<file path="src/rtl/regfile_sb.sv">
// Parametrised register file with synchronous reset, optional hardwired r0,
// write-to-read bypass and a per-register pending scoreboard with live count.
module regfile_sb #(
  parameter int DATA_W   = 32,
  parameter int ADDR_W   = 5,
  parameter int NUM_RD   = 2,
  parameter int ZERO_REG = 1,
  parameter int BYPASS   = 1
) (
  input  logic                     clk,
  input  logic                     reset,
  input  logic [NUM_RD*ADDR_W-1:0] rd_addr,
  output logic [NUM_RD*DATA_W-1:0] rd_data,
  output logic [NUM_RD-1:0]        rd_busy,
  input  logic                     RegWrite,
  input  logic [ADDR_W-1:0]        writereg,
  input  logic [DATA_W-1:0]        writedata,
  input  logic                     issue_valid,
  input  logic [ADDR_W-1:0]        issue_reg,
  output logic [ADDR_W:0]          busy_count
);

  localparam int unsigned DEPTH = 2**ADDR_W;

  logic [DATA_W-1:0] regf [DEPTH];
  logic [DEPTH-1:0]  pending;
  logic [DEPTH-1:0]  pending_nxt;
  logic              wr_en;
  logic              iss_en;
  logic              cnt_inc;
  logic              cnt_dec;

  always_comb begin
    wr_en  = RegWrite    && !((ZERO_REG != 0) && (writereg  == '0));
    iss_en = issue_valid && !((ZERO_REG != 0) && (issue_reg == '0));
    // A same-register issue+write keeps the bit set, so it neither adds nor removes.
    cnt_inc = iss_en && !pending[issue_reg];
    cnt_dec = wr_en && pending[writereg] && !(iss_en && (issue_reg == writereg));
    pending_nxt = pending;
    if (wr_en)  pending_nxt[writereg]  = 1'b0;
    if (iss_en) pending_nxt[issue_reg] = 1'b1;
  end

  always_ff @(posedge clk) begin
    if (reset) begin
      for (int unsigned i = 0; i < DEPTH; i++) regf[i] <= '0;
      pending    <= '0;
      busy_count <= '0;
    end else begin
      if (wr_en) regf[writereg] <= writedata;
      pending <= pending_nxt;
      case ({cnt_inc, cnt_dec})
        2'b10:   busy_count <= busy_count + (ADDR_W+1)'(1);
        2'b01:   busy_count <= busy_count - (ADDR_W+1)'(1);
        default: busy_count <= busy_count;
      endcase
    end
  end

  for (genvar g = 0; g < NUM_RD; g++) begin : g_rd
    logic [ADDR_W-1:0] ra;
    logic              fwd;
    logic              is_zero;

    always_comb begin
      ra      = rd_addr[g*ADDR_W +: ADDR_W];
      is_zero = (ZERO_REG != 0) && (ra == '0);
      fwd     = (BYPASS != 0) && wr_en && (writereg == ra);
      rd_data[g*DATA_W +: DATA_W] = '0;
      rd_busy[g]                  = 1'b0;
      if (!is_zero) begin
        rd_data[g*DATA_W +: DATA_W] = fwd ? writedata : regf[ra];
        // Forwarded value hides the pending bit unless a new producer re-issues it.
        rd_busy[g] = pending[ra] && (!fwd || (iss_en && (issue_reg == ra)));
      end
    end
  end

endmodule
</file>
<file path="config.mk">
export PLATFORM = sky130hd
export DESIGN_NAME = regfile_sb
export DESIGN_NICKNAME = d
export VERILOG_FILES = /design/src/rtl/regfile_sb.sv
export SDC_FILE = /design/constraint.sdc
export NUM_CORES = 2
export LEC_CHECK = 0
export CAP_MARGIN = 30
export CORE_MARGIN = 10
export CORE_UTILIZATION = 60
export CTS_CLUSTER_DIAMETER = 30
export DETAILED_ROUTE_END_ITERATION = 16
export PLACE_DENSITY = 0.78
export SLEW_MARGIN = 20
export SYNTH_ARGS = -nofsm -noshare
export SYNTH_HDL_FRONTEND = slang
export SYNTH_SLANG_ARGS = --single-unit
</file>
<file path="constraint.sdc">
create_clock -name clk -period 4.9 [get_ports clk]
set_input_delay 0.98 -clock clk [delete_from_list [all_inputs] [get_ports clk]]
set_output_delay 0.98 -clock clk [all_outputs]
set_load 0.005 [all_outputs]
</file>
## After elaboration in Yosys (flattened, before gate mapping)

Memories as Yosys holds them, arrays and structs flattened.
Cells that the tools add are included.

| storage, ports and cells | value |
|---|---|
| memories | 1 |
| logic and storage cells | 78 |
| register bits | 38 |
| input port bits | 56 |
| output and inout port bits | 72 |
| RAM bits | 1024 |

| cells by class | value |
|---|---|
| reductions and logical operators | 28 |
| mux-type cells | 29 |
| bitwise logic cells | 3 |
| eq/ne operators | 7 |
| $add $sub $neg | 2 |
| order comparisons | 6 |

Memory list:

| name | words | width | rd ports | clocked after memory_dff | wr ports | RTL line | source |
|---|---|---|---|---|---|---|---|
| regf | 32 | 32 | 2 | 0 | 32 | 25 | `logic [DATA_W-1:0] regf [DEPTH];` |

Operator list:

| kind | count |
|---|---|
| 2-to-1 mux 32 bit | 7 |
| AND 32 bit | 1 |
| NOT 32 bit | 1 |
| bitwise OR 32 bit | 1 |
| OR reduction 32 bit | 1 |
| == test 5 bit | 5 |
| less-than comparator 5 x 6 -> 1 bit (second input constant) | 4 |
| binary-select mux 1 bit (select 5 bit) | 4 |
| zero test 5 bit | 4 |
| logical AND 1 bit | 14 |
| 2-to-1 mux 1 bit | 14 |
| one-hot mux 6 bit (2 select lines) | 1 |
| demux 1 bit (select 5 bit) | 2 |
| >= comparator 5 x 1 -> 1 bit (second input constant) | 2 |
| adder 6 x 1 -> 6 bit (second input constant) | 1 |
| zero test 1 bit | 6 |
| subtractor 6 x 1 -> 6 bit (second input constant) | 1 |
| 2-to-1 mux 5 bit | 1 |
| == test 2 x 1 -> 1 bit (second input constant) | 1 |
| == test 2 bit (second input constant) | 1 |
| logical OR 1 bit | 2 |
| nonzero test 2 bit | 1 |

## Logic depth before layout (Yosys ltp)

| depth | value |
|---|---|
| word-level depth | 9 |
| depth in mapped cells | 14 |
| depth with buffers taken out | 12 |

## Worst setup path after synthesis

No wires, ideal clock.

| timing | value |
|---|---|
| path kind | input -> register |
| start point | input port issue_reg[0] |
| end point | register busy_count[5] |
| stages | 13 |
| data arrival time | 4.047 ns |
| path slack | 0.738 ns |
| required time | 4.785 ns |
| buffers on the path | 1 |
| library setup time | 0.115 ns |
| cells stage by stage | buf_1 mux4_2 a221oi_1 a31oi_1 nor2_1 nand2_1 ha_1 ha_1 a21o_1 a21oi_1 or4_1 and4_1 o21ba_2 |

| between the ends | value |
|---|---|
| longest elaborated chain between the ends | 8 |
| elaborated cells on any way between the ends | 15 |
| classes of those cells | 3 x eq/ne; 3 x mux; 9 x reduce/logical |

RTL lines:

| what | RTL line | source |
|---|---|---|
| from (decl) | 19 | `input logic [ADDR_W-1:0] issue_reg,` |
| parallel branches: the longest is 8 deep, another holds one-hot mux 6 bit (2 select lines) | n/a |  |
| to (signal assigned) | 53 | `2'b10: busy_count <= busy_count + (ADDR_W+1)'(1);` |
| to (signal assigned) | 54 | `2'b01: busy_count <= busy_count - (ADDR_W+1)'(1);` |
| to (signal assigned) | 55 | `default: busy_count <= busy_count;` |
| to (decl) | 20 | `output logic [ADDR_W:0] busy_count` |

Parallel ways; which one is timed is not known. The select of a mux whose other input is x is not followed.
A chain may end at the register's enable or synchronous reset.

## Final worst setup path

| timing | value |
|---|---|
| start point | input port writereg[2] |
| end point | output port rd_data[53] |

| between the ends | value |
|---|---|
| longest elaborated chain between the ends | 6 |
| elaborated cells on any way between the ends | 7 |
| classes of those cells | 1 x eq/ne; 2 x mux; 4 x reduce/logical |

RTL lines:

| what | RTL line | source |
|---|---|---|
| from (decl) | 16 | `input logic [ADDR_W-1:0] writereg,` |
| zero test 5 bit | 34 | `wr_en = RegWrite && !((ZERO_REG != 0) && (writereg == '0));` |
| zero test 1 bit | 34 |  |
| logical AND 1 bit | 34 |  |
| logical AND 1 bit * | 68 | `fwd = (BYPASS != 0) && wr_en && (writereg == ra);` |
| 2-to-1 mux 32 bit * | 72 | `rd_data[g*DATA_W +: DATA_W] = fwd ? writedata : regf[ra];` |
| 2-to-1 mux 32 bit * | 71 | `if (!is_zero) begin` |
| to (decl) | 13 | `output logic [NUM_RD*DATA_W-1:0] rd_data,` |

Every way passes the cells marked *; elsewhere a longest branch is shown, timed or not.

==> metrics.cfg <==
[status]
outcome=finished clean

[global_route]
grt_pass1_vias=43200
grt_pass1_wl_um=300000
grt_usage=0.386
grt_start_max_net_pins=52
antenna_found_initial=8
gr-total-overflow=0

[floorplan]
coreArea_mm2=0.0953
io_pins=128
chipHeight_um=331
initial_core_util=0.607
die-area_mm2=0.109
die_w_um=331
core.rowCount=113

[clock_tree]
h-tree-depth=4
clock_tree.root_cell=clkbuf_16
worstSkewPairLatency_ns=0.81
post_cts_resized=0
clockBufferDepth=3
cts_buffers=214
postCtsSetupBuffers=0
cts_tree=done
cts.sinks=1062
cts_hold_buf=0
cts.clk_slew.worst_paths_ns=0.04

[flow_run]
cap_violations=0

[final_layout]
syn_to_final_growth_pct=21.4
fillers=5775
drive_gt1_frac=0.301
nets=4366

[route]
viasPerCell=7.33
first_pass_iters=8
drt_iter0_drc=7398
route.detailed.drc=0
via_count=42200
wl_per_cell_um=36.6
routed_wl_um=211000
ant_nets=0

[logic_synthesis]
synth_warnings=0
synthCells=3980
synth-seq-cells=1062
netlist_area_mm2=0.0579
synth_flop_cell=edfxtp_1
synth_area_per_cell_um2=14.5
synth_edf_count=1024
async_flop_share=0
synthDistinctLibCells=64
seq_area_frac_synth=0.545

[power_and_ir_drop]
intPower_mw=21.6
sw_frac_of_total=0.253
clkPwrFrac=0.512
pwr-share-comb=0.116
p_switching_mw=7.31
max-vdd-ir-drop_uv=423
seqPwrFrac=0.372
powerDensity_mw_per_mm2=412
static-leakage-power_nw=25.0

[timing]
finalSetupTns_ns=0
worst_pin_slew_ns=1.02
finalWorstSetupSlack_ns=0.0160
fmax_mhz=205
fin_skew_ns=0.0428
period_needed_ns=4.88
period_share=0.997
finalSetupViolCount=0
slew_violations=0
slew_headroom=0.318
hold_viol_final=0
rsz0062_at_grt=false

[critical_path]
cp.arrival_ns=3.90
crit_path_start_kind=primary input
worst_setup_path_end_kind=primary output
path_class=in -> out
cp_data_required_time_ns=3.92
crit_fanout=6

[placed_design]
dp_slack_ns=0.121
finalWeightedCongestion=1.01
portBuffers=127
dp_hpwl_um=131000

[worst_hold_path]
holdCritPathClass=reg -> reg

-- final timing paths --
path	start	to	slack [ns]	cells after the start
worst max-delay path	writereg[2]	rd_data[53]	0.02	9
worst min-delay path	pending[0]	pending[0]	0.55	1
worst max register to register	pending[11]	busy_count[5]	1.65	12
worst min register to register	pending[0]	pending[0]	0.55	1
-- through the flow --
stage | power [mW] | util | instances | hold slack (ns) | cell area (um^2)
2_1_floorplan | 12.6 | - | 4011 | 0.472 | 58000
6_report | 28.9 | 0.737 | 5760 | 0.546 | 70200
3_5_place_dp | 14.1 | 0.659 | 5353 | 0.525 | 62800
5_1_grt | 29.4 | 0.737 | 5757 | 0.560 | 70200
3_3_place_gp | 14.0 | 0.659 | 5352 | 0.518 | 62800
4_1_cts | 28.8 | 0.737 | 5756 | 0.540 | 70200
-- critical path, stage by stage --
cell and delay, ns:
clkdlybuf4s50_1 0.43, nor3_1 0.43, a21o_1 0.23, buf_4 0.22, o31ai_4 0.14, buf_4 0.18
a211oi_1 0.47, a221o_1 0.29, clkdlybuf4s50_1 0.54
-- kinds of logic after synthesis --
group / count (synthesis) / synth area share
and+or+nand+nor: 1330 / 0.134
xor gates and xnor gates: 29 / 0.00439
DFF: 1062 / 0.545
buffers and inverters: 459 / 0.0338
adders and majority gates: 6 / 0.00143
other: 1 / 0.0000648
muxes: 680 / 0.230
AOI/OAI and AO/OA: 413 / 0.0517
-- metal layers --
layer / track usage / routed length (um) / vias up
met2: 0.563 / 92400 / 4096
li1: - / - / 16200
met3: 0.136 / 32100 / 970
met1: 0.472 / 67800 / 21000
met5: 0 / 58 / -
met4: 0.290 / 18600 / 8
-- flip-flops by register name, indices dropped and copies added, names as in the netlist --
register,cells
busy_count,6
pending,32
regf,1024
-- final cells by class --
class / count / area [um^2] / area share
flip-flops and latches: 1062 / 31500 / 0.449
multi-input cells: 2490 / 24800 / 0.352
clock buffers: 240 / 5490 / 0.0782
repair buffers: 506 / 4880 / 0.0694
clock inverters: 163 / 1900 / 0.0271
well taps: 1265 / 1580 / 0.0225
inverters: 30 / 114 / 0.00162
diodes: 4 / 10.0 / 0.000142
-- synthesized netlist by cell type (5+ instances only) --
cell      number  area share
and3b_1        5     0.00076
o21bai_1       5     0.00065
inv_1         28      0.0018
xnor2_1       18      0.0027
o22ai_1       21      0.0023
and3_1        26      0.0028
a31oi_1       20      0.0022
buf_4         17      0.0022
o221ai_1      12      0.0018
a211o_1       26      0.0039
o21a_1         5     0.00065
dfxtp_1       38       0.013
nor2_1        61      0.0040
a21oi_1       61      0.0053
mux4_2       520        0.20
a221o_1       27      0.0047
mux2_2        11      0.0021
nand3b_1       8      0.0010
edfxtp_1    1024        0.53
o21ai_0       47      0.0041
buf_1         43      0.0028
nand2b_1      16      0.0017
and2_1       862       0.093
a22oi_1       67      0.0087
a21o_1        24      0.0031
nor3_1       176       0.015
xor2_1        11      0.0017
nand3_1       14      0.0012
a211oi_1      33      0.0043
nand2_1       99      0.0064
a221oi_1      31      0.0047
a22o_1         5     0.00076
o31ai_1        7     0.00091
nor2b_1       35      0.0038
clkbuf_1     294       0.019
mux2i_1      149       0.026
a32o_1         9      0.0016
buf_6         12      0.0023
buf_2         63      0.0054
ha_1           5      0.0011
-- power by group through the flow --
| stage | Sequential (mW) | Clock [mW] | Combinational [mW] |
|---|---|---|---|
| after global routing | 10.8 | 15.2 | 3.41 |
| final | 10.8 | 14.8 | 3.37 |
| after detailed placement | 10.9 | 0 | 3.21 |
| after global placement | 10.8 | 0 | 3.19 |
| after CTS | 10.7 | 14.8 | 3.24 |
| after floorplan | 10.8 | 0 | 1.77 |
-- placed cells by master (no fill, tap or decap), types with 27 or more instances in the layout --
| master | synthesis | layout |
|---|---|---|
| edfxtp_1 | 1024 | 1024 |
| and2_1 | 862 | 861 |
| mux4_2 | 520 | 520 |
| buf_4 | 17 | 320 |
| clkbuf_16 | 0 | 215 |
| nor3_1 | 176 | 174 |
| mux2i_1 | 149 | 149 |
| clkdlybuf4s50_1 | 0 | 117 |
| nand2_1 | 99 | 97 |
| a22oi_1 | 67 | 67 |
| a21oi_1 | 61 | 61 |
| buf_12 | 0 | 60 |
| o21ai_0 | 47 | 47 |
| dfxtp_1 | 38 | 38 |
| nor2_2 | 1 | 36 |
| clkinv_1 | 0 | 36 |
| clkinv_2 | 0 | 35 |
| a211oi_1 | 33 | 33 |
| nor2b_1 | 35 | 32 |
| conb_1 | 1 | 32 |
| a221oi_1 | 31 | 31 |
| bufinv_16 | 0 | 30 |
| a221o_1 | 27 | 27 |
| inv_1 | 28 | 27 |
Power figures use the tool's default switching activity.
